<file path="config.mk">
export PLATFORM = sky130hd
export DESIGN_NAME = p_pmem_arbiter
export DESIGN_NICKNAME = d
export VERILOG_FILES = /design/src/rtl/p_pmem_arbiter.sv
export SDC_FILE = /design/constraint.sdc
export NUM_CORES = 1
export LEC_CHECK = 0
export ABC_AREA = 1
export BUFFER_PORTS_ARGS = -buffer_cell sky130_fd_sc_hd__buf_2
export CAP_MARGIN = 20
export CORE_AREA = 2 2 545 547
export DETAILED_ROUTE_END_ITERATION = 16
export DIE_AREA = 0 0 547 549
export PLACE_DENSITY_LB_ADDON = 0.08
export SKIP_LAST_GASP = 1
export SYNTH_ARGS = -nofsm -noshare
export SYNTH_HDL_FRONTEND = slang
export SYNTH_SLANG_ARGS = --single-unit
</file>
<file path="constraint.sdc">
create_clock -name clk -period 4.7 [get_ports clk]
set_clock_uncertainty 0.1 [all_clocks]
set_input_delay 0.94 -clock clk [delete_from_list [all_inputs] [get_ports clk]]
set_output_delay 0.94 -clock clk [all_outputs]
set_load 0.005 [all_outputs]
</file>
<file path="src/rtl/p_pmem_arbiter.sv">
// Round-robin arbiter merging I-cache and D-cache line traffic onto one
// shared physical-memory port. One transaction outstanding at a time; the
// winning request (address, op, write data) is captured at grant.
module p_pmem_arbiter #(
  parameter int unsigned s_line = 256,
  parameter int unsigned s_addr = 32
) (
  input  logic              clk,
  input  logic              rst,
  input  logic              i_pmem_read,
  input  logic [s_addr-1:0] i_pmem_address,
  output logic              i_pmem_resp,
  output logic [s_line-1:0] i_pmem_rdata,
  input  logic              d_pmem_read,
  input  logic              d_pmem_write,
  input  logic [s_addr-1:0] d_pmem_address,
  input  logic [s_line-1:0] d_pmem_wdata,
  output logic              d_pmem_resp,
  output logic [s_line-1:0] d_pmem_rdata,
  output logic              mem_read,
  output logic              mem_write,
  output logic [s_addr-1:0] mem_address,
  output logic [s_line-1:0] mem_wdata,
  input  logic              mem_resp,
  input  logic [s_line-1:0] mem_rdata
);

  typedef enum logic [1:0] {
    IDLE    = 2'd0,
    SERVE_I = 2'd1,
    SERVE_D = 2'd2
  } state_t;

  state_t            state_q, state_d;
  logic              prio_d_q, prio_d_d;   // 1: D wins the next tie
  logic              grant_i, grant_d;
  logic [s_addr-1:0] addr_q;
  logic [s_line-1:0] wdata_q;
  logic              write_q;

  // State, priority and grant-time request capture
  always_ff @(posedge clk or negedge rst) begin
    if (!rst) begin
      state_q  <= IDLE;
      prio_d_q <= 1'b0;
      addr_q   <= '0;
      wdata_q  <= '0;
      write_q  <= 1'b0;
    end else begin
      state_q  <= state_d;
      prio_d_q <= prio_d_d;
      if (grant_i) begin
        addr_q  <= i_pmem_address;
        write_q <= 1'b0;
      end else if (grant_d) begin
        addr_q  <= d_pmem_address;
        wdata_q <= d_pmem_wdata;
        write_q <= d_pmem_write;
      end
    end
  end

  // Arbitration, next state and port steering; client resp follows mem_resp
  always_comb begin
    state_d      = state_q;
    prio_d_d     = prio_d_q;
    grant_i      = 1'b0;
    grant_d      = 1'b0;
    mem_read     = 1'b0;
    mem_write    = 1'b0;
    i_pmem_resp  = 1'b0;
    d_pmem_resp  = 1'b0;
    i_pmem_rdata = '0;
    d_pmem_rdata = '0;
    case (state_q)
      IDLE: begin
        if (i_pmem_read && !((d_pmem_read || d_pmem_write) && prio_d_q)) begin
          grant_i = 1'b1;
          state_d = SERVE_I;
        end else if (d_pmem_read || d_pmem_write) begin
          grant_d = 1'b1;
          state_d = SERVE_D;
        end
      end
      SERVE_I: begin
        mem_read     = !write_q;
        mem_write    = write_q;
        i_pmem_rdata = mem_rdata;
        if (mem_resp) begin
          i_pmem_resp = 1'b1;
          prio_d_d    = 1'b1;
          state_d     = IDLE;
        end
      end
      SERVE_D: begin
        mem_read     = !write_q;
        mem_write    = write_q;
        d_pmem_rdata = mem_rdata;
        if (mem_resp) begin
          d_pmem_resp = 1'b1;
          prio_d_d    = 1'b0;
          state_d     = IDLE;
        end
      end
      default: state_d = IDLE;
    endcase
  end

  assign mem_address = addr_q;
  assign mem_wdata   = wdata_q;

endmodule
</file>
==> impl_summary.txt, run 1 <==
----------------------------------------------------
[Timing]
  Setup violations, final ... 0
  Final critical-path setup slack ... 0.990 ns
  Min Tclk post-route ... ~3.7 ns
  Measured slew at the worst slew-check pin ... 1.04 ns
  Final-report hold violation count ... 0
  Worst slew slack as a fraction of its limit ... 30.5%
  Setup total negative slack ... 0 ns
  Maximum operating frequency ... 0.270 GHz
  Final Cycle Share ... about four fifths
  Count of final max-slew check failures ... 0
  Setup repair after global routing missed its margin ... false

[Clock tree]
  Sinks on Clock Net ... 292
  CTS root buffer ... sky130_fd_sc_hd__clkbuf_16
  TritonCTS clock tree ... yes
  Count of buffers added by post-CTS timing repair for setup ... 0
  Post-cts hold buffer count ... 0
  Number of buffers created by CTS ... 43
  Maximum buffer depth of the clock tree ... 3
  Clock Pin Slew Worst Setup and Hold Paths ... 0.07 ns
  Number of gates given a new drive strength after cts ... 0
  Clk Latency, worst-skew pair ... 0.59 ns
  Number of H-tree branching levels ... 2

[Place]
  Worst slack at placement ... 1.50 ns
  GPL Wtd Cong ... approximately 0.83
  DP Cell Count ... 7,689
  Total of buffers placed on input and output ports ... 1,385
  HPWL after detailed placement ... 150,000 um

[Route]
  Detailed-router iteration count before antenna repair ... 6
  Number of design-rule violations left by the first detailed-router iteration ... 895
  Number of design rule violations left after detail routing ... 0
  DRT antenna net count ... 0
  Final routed wirelength across all metal layers ... 173,000 um
  Per-cell routed wire length ... roughly 22 um
  Total vias in the final route ... 20,500
  Average via count per standard cell ... 2.63

[Logic synthesis]
  Syn_nets ... just over 3,000
  Cell Area, Synth ... 15,700 um^2
  Post-synthesis instance total ... 2,448
  Average cell area after synthesis ... 6.42 um^2
  Cell types occupying the most area after synthesis ... sky130_fd_sc_hd__dfrtp_1, sky130_fd_sc_hd__nand2_1, sky130_fd_sc_hd__inv_1
  Synth top area share ... approximately 46%
  Post-synthesis cell type with the largest combined area ... sky130_fd_sc_hd__dfrtp_1
  Sequential fraction of the synthesis area ... 46.5%
  Post-synthesis register bit count ... 292
  Distinct cells, synth ... 17
  Synthesis warning total ... 0

[Cells and area]
  Fin util ... under 10%
  Layout net count ... 4,380
  Number of standard cells in the layout, taps in and fillers out ... 7,801
  Most used cells in the layout excluding fill and tap cells ... sky130_fd_sc_hd__nand2_1, sky130_fd_sc_hd__buf_2, sky130_fd_sc_hd__inv_1
  Layout cells sized above 1 ... approximately two fifths
  Leading cell type in the layout, fill and taps excluded ... sky130_fd_sc_hd__nand2_1
  Area Growth Syn to Fin ... 84.4%

[Floorplan]
  Die Span X ... 547 um
  Initial standard-cell utilization of the core ... 5.33%
  Height of the die ... 549 um
  Count of pins on the block boundary ... 1,386
  Core Rows ... 200
  Area of the placeable core ... between 200,000 and 300,000 um^2
  Die area ... 300,000 um^2

[Power]
  Leakage power ... 0.0191 uW
  Total power of the final layout ... 16,000 uW
  Total power divided by cell area ... 553 nW/um^2
  Peak VDD IR ... 234 uV

[Global routing]
  Total congestion overflow after global routing ... 0
  Aggregate global-route resource usage ... 11.0%
  Initial antenna violation count ... 134
  First-pass GRT wire length ... 219,000 um
  Pin count of the biggest net entering global routing ... ~110
  Number of global-route vias before repair ... 21,300

[Worst setup path]
  Data required time at the worst endpoint ... 3.66 ns
  Critical Path Fanout Max ... 51
  Startpoint type of the worst setup path ... register
  Critical path class ... register to primary output
  Arrival time worst endpoint ... 2.67 ns
  Kind of capture point of the worst setup path ... primary output

[Job]
  Number of max-cap violations ... 0

[Min path]
  Worst hold path type ... primary input to asynchronous set/reset pin

[Outcome]
  Status ... completed

----------------------------------------------------
[path summary, 6_finish.rpt]
path,startpoint,cells after the start,endpoint,slack (ns)
max in group asynchronous,rst,2,mem_wdata[234],3.20
max reg2reg,state_q[0],9,mem_address[18],1.97
max,state_q[1],5,i_pmem_rdata[194],0.99
min reg2reg,mem_address[2],2,mem_address[2],0.36
min in group clk,mem_address[2],2,mem_address[2],0.36
min,rst,1,mem_wdata[118],0.23
[kinds of logic after synthesis]
group	share of synthesized area [%]
AND/OR/NAND/NOR	35.7
buffers and inverters	17.4
flip-flops	46.5
AO/OA/AOI/OAI	0.167
adder cells (fa/ha/maj)	0.239
[state kept, by name, indices dropped and copies added (netlist names)]
| name | cells |
|---|---|
| mem_address | 32 |
| prio_d_q | 1 |
| state_q | 2 |
| mem_wdata | 256 |
| write_q | 1 |
[area by class of cell]
class,instances,area [um^2]
Antenna cell,34,85.1
Clock buffer,66,1280
Clock inverter,12,115
Fill cell,35100,266000
Inverter,554,2090
Multi-Input combinational cell,1467,5720
Sequential cell,292,7310
Tap cell,3939,4930
Timing Repair Buffer,1437,7440
[power breakdown]
group          internal (uW)  switching, uW  total (uW)  leakage, uW
logic                   2850           5410        8270       0.0148
clock network           1930           1410        3340     0.000681
registers               3740            661        4400      0.00360
total                   8530           7490       16000       0.0191
[critical path, cell delays in order, from the launching register on]
cell                      delay (ns)
sky130_fd_sc_hd__dfrtp_1        0.42
sky130_fd_sc_hd__inv_1          0.13
sky130_fd_sc_hd__ha_4           0.66
sky130_fd_sc_hd__nand2_1        0.39
sky130_fd_sc_hd__inv_1          0.14
sky130_fd_sc_hd__buf_2          0.14
[cell usage after synthesis, drive strengths merged]
library cell and number:
nand4 33, ha 3, nand2 1390, or2 1, clkbuf 64, o21ai 2
nand3 35, nor2 2, inv 554, dfrtp 292, buf 71, a21oi 1
[metrics by stage]
stage	instance area (um^2)	hold WS, ns
floorplan	15700	0.364
global placement	27500	0.356
detailed placement	27500	0.353
CTS	28900	0.227
global route	29000	0.243
finish	29000	0.230
[layer usage]
metal	share of wire (%)	global-route usage [%]
met3	10	4.67
met1	35	10.8
met2	53	20.9
met4	2.7	2.99
met5	0.085	0
Note: power is estimated with default switching activity, not from simulation.
==> inputs of run 2 (changes only) <==
--- a/config.mk
+++ b/config.mk
@@ -8,9 +8,9 @@
 export ABC_AREA = 1
 export BUFFER_PORTS_ARGS = -buffer_cell sky130_fd_sc_hd__buf_2
 export CAP_MARGIN = 20
-export CORE_AREA = 2 2 545 547
+export CORE_AREA = 2 2 533 535
 export DETAILED_ROUTE_END_ITERATION = 16
-export DIE_AREA = 0 0 547 549
+export DIE_AREA = 0 0 535 537
 export PLACE_DENSITY_LB_ADDON = 0.08
 export SKIP_LAST_GASP = 1
 export SYNTH_ARGS = -nofsm -noshare
==> constraint.sdc (replaced) <==
create_clock -name clk -period 3.2 [get_ports clk]
set_clock_uncertainty 0.1 [all_clocks]
set_input_delay 0.64 -clock clk [delete_from_list [all_inputs] [get_ports clk]]
set_output_delay 0.64 -clock clk [all_outputs]
set_load 0.005 [all_outputs]
==> impl_summary.txt, run 2 (synthesis results as in run 1) <==
----------------------------------------------------
[Outcome]
  Status ... completed

[Job]
  Number of max-cap violations ... 0 (unchanged)

[Timing]
  Setup total negative slack ... 0 ns (unchanged)
  Setup violations, final ... 0 (unchanged)
  Worst slew slack as a fraction of its limit ... 28.6% (-1.8 points)
  Final-report hold violation count ... 0 (unchanged)
  Min Tclk post-route ... 3.11 ns
  Setup repair after global routing missed its margin ... false
  Measured slew at the worst slew-check pin ... 1.07 ns (+0.0276 ns)
  Final critical-path setup slack ... 0.0944 ns (-0.896 ns)
  Maximum operating frequency ... 0.322 GHz
  Final Cycle Share ... 97.1%
  Count of final max-slew check failures ... 0 (unchanged)

[Global routing]
  First-pass GRT wire length ... 242,000 um (+10%)
  Total congestion overflow after global routing ... 0 (unchanged)
  Aggregate global-route resource usage ... 13.0% (+2.0 points)
  Number of global-route vias before repair ... 21,300 (-0.084%)
  Initial antenna violation count ... 127 (-5.2%)
  Pin count of the biggest net entering global routing ... 130 (+15%)

[Worst setup path]
  Kind of capture point of the worst setup path ... primary output
  Startpoint type of the worst setup path ... register
  Critical path class ... register to primary output
  Worst reg2reg setup slack ... 0.86 ns (-1.11 ns)
  Critical Path Fanout Max ... 84 (+65%)
  Data required time at the worst endpoint ... 2.46 ns (-1.20 ns)
  Arrival time worst endpoint ... 2.37 ns (-0.30 ns)

[Clock tree]
  CTS root buffer ... sky130_fd_sc_hd__clkbuf_16
  Clk Latency, worst-skew pair ... 0.59 ns (about the same)
  Number of buffers created by CTS ... 45 (+4.7%)
  Sinks on Clock Net ... 292 (unchanged)
  Clock Pin Slew Worst Setup and Hold Paths ... 0.06 ns (about the same)
  TritonCTS clock tree ... yes
  Number of H-tree branching levels ... 2 (unchanged)
  Maximum buffer depth of the clock tree ... 3 (unchanged)

[Floorplan]
  Height of the die ... 537 um (-2.2%)
  Core Rows ... 195 (-2.5%)
  Die area ... 287,000 um^2 (-4.3%)
  Initial standard-cell utilization of the core ... 5.59% (+0.26 points)
  Area of the placeable core ... 281,000 um^2 (-4.6%)
  Count of pins on the block boundary ... 1,386 (unchanged)
  Die Span X ... 535 um (-2.2%)

[Power]
  Peak VDD IR ... 367 uV (+57%)
  Leakage power ... 0.0193 uW (+1.1%)
  Total power divided by cell area ... 848 nW/um^2 (+53%)
  Total power of the final layout ... 24,700 uW (+54%)

[Route]
  Number of design-rule violations left by the first detailed-router iteration ... 953 (+6.5%)
  DRT antenna net count ... 0 (unchanged)
  Number of design rule violations left after detail routing ... 0 (unchanged)
  Per-cell routed wire length ... 25.6 um (+16%)
  Final routed wirelength across all metal layers ... 195,000 um (+13%)
  Average via count per standard cell ... 2.74 (+4.1%)
  Detailed-router iteration count before antenna repair ... 5 (-1)
  Total vias in the final route ... 20,900 (+1.7%)

[Place]
  Worst slack at placement ... 0.331 ns (-1.16 ns)
  Area post-placement ... 27,400 um^2 (-0.25%)
  HPWL after detailed placement ... 170,000 um (+14%)
  GPL Wtd Cong ... 0.934 (+12%)
  Total of buffers placed on input and output ports ... 1,385 (unchanged)

[Cells and area]
  Area used by multi-input combinational logic ... 5740 um^2 (+0.31%)
  Final-layout fill cell count ... 33,500 (-4.5%)
  Fin util ... 10.4% (+0.53 points)
  Post-route cell area ... 29,100 um^2 (+0.53%)
  Leading cell type in the layout, fill and taps excluded ... sky130_fd_sc_hd__nand2_1
  Layout cells sized above 1 ... 39.8% (+0.34 points)
  Most used cells in the layout excluding fill and tap cells ... sky130_fd_sc_hd__nand2_1, sky130_fd_sc_hd__buf_2, sky130_fd_sc_hd__inv_1
  Layout net count ... 4,404 (+0.55%)
  Area Growth Syn to Fin ... 85.4%
  FF+latch area ... 7310 um^2 (unchanged)
  Flip-flop count of the largest register after layout ... 256 (unchanged)

[Min path]
  Worst hold path type ... primary input to register

----------------------------------------------------
-- run 2: changes by cell type in the layout (fill, tap and decap cells not counted), moves of 2 or more --
cell,change
sky130_fd_sc_hd__buf_12,+7
sky130_fd_sc_hd__bufinv_16,+2
sky130_fd_sc_hd__diode_2,-13
sky130_fd_sc_hd__clkbuf_16,+3
sky130_fd_sc_hd__clkinv_2,+2
sky130_fd_sc_hd__buf_16,+2
sky130_fd_sc_hd__clkbuf_8,-3
sky130_fd_sc_hd__clkinvlp_4,-2
sky130_fd_sc_hd__buf_4,+10
-- run 2: final cells by class --
cell class,instances,area share (%)
Timing Repair Buffer,1459,26.6
Sequential cell,292,25.1
Multi-Input combinational cell,1467,19.7
Tap cell,3743,16.1
Inverter,554,7.16
Clock buffer,66,4.45
Clock inverter,15,0.687
Antenna cell,21,0.180
-- run 2: final timing paths --
check                             startpoint               end  cells past startpoint
min reg2reg                   mem_address[6]    mem_address[6]                      2
min                        d_pmem_wdata[207]    mem_wdata[207]                      3
max                               state_q[0]  d_pmem_rdata[68]                      7
min in group asynchronous                rst    mem_wdata[105]                      2
max in group asynchronous                rst    mem_wdata[138]                      4
max reg2reg                         prio_d_q    mem_wdata[239]                      7
-- run 2: timing repair --
| action | CTS | global route |
|---|---|---|
| endpoints found under the setup margin | 209 | 36 |
| hold buffers | 1 | 0 |
| pin swaps | 1 | 0 |
| setup buffers | 7 | 2 |
| hold endpoints to repair | 38 | 0 |
| cloned | 0 | 1 |
| gates resized for setup | 1 | 2 |
-- run 2: through the flow --
stage | hold WS, ns | instances
global placement | 0.353 | 7504
CTS | 0.0163 | 7593
detailed placement | 0.357 | 7504
finish | 0.0938 | 7617
global route | 0.0571 | 7604
floorplan | 0.244 | 2448
-- run 2: layer usage --
layer	vias to the layer above	wire, um	GRT usage [%]
met1	9776	70500	13.6
met5	-	289	0
met2	1170	101000	24.5
met4	42	3210	1.89
met3	266	19500	5.23
li1	9641	-	-
-- run 2: critical path, stage by stage, from the launching register on --
cell and delay (ns):
sky130_fd_sc_hd__dfrtp_1 0.42, sky130_fd_sc_hd__inv_1 0.17, sky130_fd_sc_hd__ha_4 0.20, sky130_fd_sc_hd__buf_4 0.13
sky130_fd_sc_hd__buf_12 0.28, sky130_fd_sc_hd__nand2_1 0.10, sky130_fd_sc_hd__inv_1 0.24, sky130_fd_sc_hd__buf_2 0.17
-- run 2: report_power, final --
group          internal (uW)  leakage (uW)  total (uW)  switching [uW]
Clock                   3050      0.000733        5190            2140
Sequential              5500       0.00360        6500             997
Combinational           4420        0.0149       13000            8600
Total                  13000        0.0193       24700           11700
==> inputs of run 3 (changes only) <==
--- a/config.mk
+++ b/config.mk
@@ -6,7 +6,7 @@
 export NUM_CORES = 1
 export LEC_CHECK = 0
 export ABC_AREA = 1
-export BUFFER_PORTS_ARGS = -buffer_cell sky130_fd_sc_hd__buf_2
+export BUFFER_PORTS_ARGS = -buffer_cell sky130_fd_sc_hd__buf_4
 export CAP_MARGIN = 20
 export CORE_AREA = 2 2 533 535
 export DETAILED_ROUTE_END_ITERATION = 16
==> impl_summary.txt, run 3 (synthesis results as in run 1) <==
----------------------------------------------------
[Route]
  Per-cell routed wire length ... 26.4 um (+3.1%)
  Final routed wirelength across all metal layers ... 200,000 um (+2.7%)
  Average via count per standard cell ... 2.69 (-2.1%)
  DRT antenna net count ... 0 (unchanged)
  Number of design-rule violations left by the first detailed-router iteration ... 901 (-5.5%)
  Number of design rule violations left after detail routing ... 0 (unchanged)
  Total vias in the final route ... 20,400 (-2.5%)
  Detailed-router iteration count before antenna repair ... 5 (unchanged)

[Worst setup path]
  Startpoint type of the worst setup path ... register
  Data required time at the worst endpoint ... 2.46 ns (about the same)
  Critical Path Fanout Max ... 43 (-49%)
  Cells along the critical path ... inv_1 > ha_4 > buf_12 > nand2_1 > inv_1 > buf_4
  Critical-path cell with the highest stage delay ... sky130_fd_sc_hd__dfrtp_1
  Arrival time worst endpoint ... 2.33 ns (-0.04 ns)
  Critical path class ... register to primary output
  Delay-heaviest family, CP ... buffers and inverters
  Critical path's most frequent cell ... sky130_fd_sc_hd__inv_1
  Kind of capture point of the worst setup path ... primary output
  Number of buffers and inverters on the critical path ... 4 (-1)
  Max incr delay on CP ... 0.42 ns (about the same)

[Place]
  Worst slack at placement ... 0.518 ns (+0.187 ns)
  Area post-placement ... 30,900 um^2 (+13%)
  HPWL after detailed placement ... 174,000 um (+2.2%)
  GPL Wtd Cong ... 0.879 (-5.9%)
  Total of buffers placed on input and output ports ... 1,385 (unchanged)
  DP Cell Count ... 7,495 (-0.12%)

[Global routing]
  Number of global-route vias before repair ... 21,300 (-0.14%)
  Total congestion overflow after global routing ... 0 (unchanged)
  Pin count of the biggest net entering global routing ... 111 (-15%)
  Initial antenna violation count ... 58 (-54%)
  Aggregate global-route resource usage ... 13.3% (+0.36 points)
  First-pass GRT wire length ... 247,000 um (+2.0%)

[Timing]
  Final hold slack ... 0.106 ns (+0.0126 ns)
  Maximum operating frequency ... 0.326 GHz (+1.2%)
  Final critical-path setup slack ... 0.131 ns (+0.0369 ns)
  Setup repair after global routing missed its margin ... true
  Worst slew slack as a fraction of its limit ... 46.3% (+18 points)
  Min Tclk post-route ... 3.07 ns (-0.0369 ns)
  Setup violations, final ... 0 (unchanged)
  Final-report hold violation count ... 0 (unchanged)
  Measured slew at the worst slew-check pin ... 0.805 ns (-0.265 ns)
  Final Cycle Share ... 95.9% (-1.2 points)
  Setup total negative slack ... 0 ns (unchanged)
  Count of final max-slew check failures ... 0 (unchanged)

[Floorplan]
  Initial standard-cell utilization of the core ... 5.59% (unchanged)
  Count of pins on the block boundary ... 1,386 (unchanged)
  Core Rows ... 195 (unchanged)
  Height of the die ... 537 um (unchanged)
  Die area ... 287,000 um^2 (unchanged)
  Area of the placeable core ... 281,000 um^2 (unchanged)
  Die Span X ... 535 um (unchanged)

[Job]
  Number of max-cap violations ... 0 (unchanged)

[Min path]
  Worst hold path type ... primary input to register

[Cells and area]
  Flip-flop count of the largest register after layout ... 256 (unchanged)
  Area Growth Syn to Fin ... 106%
  Layout net count ... 4,389 (-0.34%)
  Leading cell type in the layout, fill and taps excluded ... sky130_fd_sc_hd__buf_4
  Most used cells in the layout excluding fill and tap cells ... sky130_fd_sc_hd__buf_4, sky130_fd_sc_hd__nand2_1, sky130_fd_sc_hd__inv_1
  Number of standard cells in the layout, taps in and fillers out ... 7,589 (-0.37%)
  Post-route cell area ... 32,400 um^2 (+11%)
  Layout cells sized above 1 ... 39.4% (-0.40 points)

[Power]
  Power share of the sequential group ... 24.9% (-1.4 points)
  Switching power share of the total ... 45.3% (-2.2 points)
  Peak VDD IR ... 368 uV (about the same)
  Leakage power ... 0.0199 uW (+3.1%)
  Total power divided by cell area ... 829 nW/um^2 (-2.3%)
  Internal ... 14,700 uW (+13%)
  Net Sw Power ... 12,200 uW (+3.9%)
  Clock group share of total power ... 19.0% (-2.0 points)
  Combinational fraction of design power ... 56.1% (+3.4 points)

[Clock tree]
  Sinks on Clock Net ... 292 (unchanged)
  Number of H-tree branching levels ... 2 (unchanged)
  TritonCTS clock tree ... yes
  Maximum buffer depth of the clock tree ... 3 (unchanged)
  CTS root buffer ... sky130_fd_sc_hd__clkbuf_16
  Clock Pin Slew Worst Setup and Hold Paths ... 0.06 ns (about the same)
  Number of buffers created by CTS ... 45 (unchanged)
  Clk Latency, worst-skew pair ... 0.59 ns (about the same)

[Outcome]
  Status ... completed

----------------------------------------------------
[run 3: power by group through the flow]
stage	sequential [uW]	clock [uW]	combinational [uW]
2_1_floorplan	6610	0	4900
3_3_place_gp	6840	0	15800
3_5_place_dp	6840	0	15700
4_1_cts	6800	5480	15800
5_1_grt	6970	5570	16700
6_report	6690	5120	15100
[run 3: path summary, 6_finish.rpt]
| kind | startpoint | end | slack [ns] | depth (start not counted) |
|---|---|---|---|---|
| worst max-delay path | state_q[0] | d_pmem_rdata[67] | 0.13 | 6 |
| worst min-delay path | d_pmem_wdata[153] | mem_wdata[153] | 0.11 | 3 |
| worst max register to register | prio_d_q | mem_wdata[255] | 0.74 | 8 |
| worst min register to register | mem_address[10] | mem_address[10] | 0.37 | 2 |
| max in group asynchronous | rst | prio_d_q | 1.69 | 3 |
| min in group asynchronous | rst | mem_wdata[197] | 0.45 | 2 |
[run 3: cell type report]
class / count / area (um^2)
fillers: 33100 / 249000
repair buffers: 1444 / 11100
flip-flops and latches: 292 / 7310
multi-input cells: 1467 / 5750
well taps: 3743 / 4680
inverters: 554 / 2090
clock buffers: 72 / 1310
clock inverters: 7 / 135
diodes: 10 / 25.0
[run 3: what timing repair did]
item	4_1_cts	5_1_grt
resized for setup	2	1
hold buffers	1	0
buffers inserted	4	0
hold endpoints to repair	30	0
endpoints found under the setup margin	150	42
[run 3: worst min-delay path: cells and delay by family]
| family | cells | cell delay, ns |
|---|---|---|
| buffers and inverters | 1 | 0.08 |
| and+or+nand+nor | 2 | 0.08 |
[run 3: metal layers]
metal | global-route usage [%] | wire [um] | vias to the layer above
li1 | - | - | 9579
met1 | 13.8 | 71500 | 9599
met2 | 25.0 | 104000 | 1036
met3 | 5.90 | 21200 | 154
met4 | 1.90 | 2710 | 12
met5 | 0 | 95 | -
[run 3: through the flow]
step / util, % / total power [uW]
2_1_floorplan: - / 11500
3_3_place_gp: 11.0 / 22700
3_5_place_dp: 11.0 / 22500
4_1_cts: 11.5 / 28100
5_1_grt: 11.5 / 29300
6_report: 11.5 / 26900
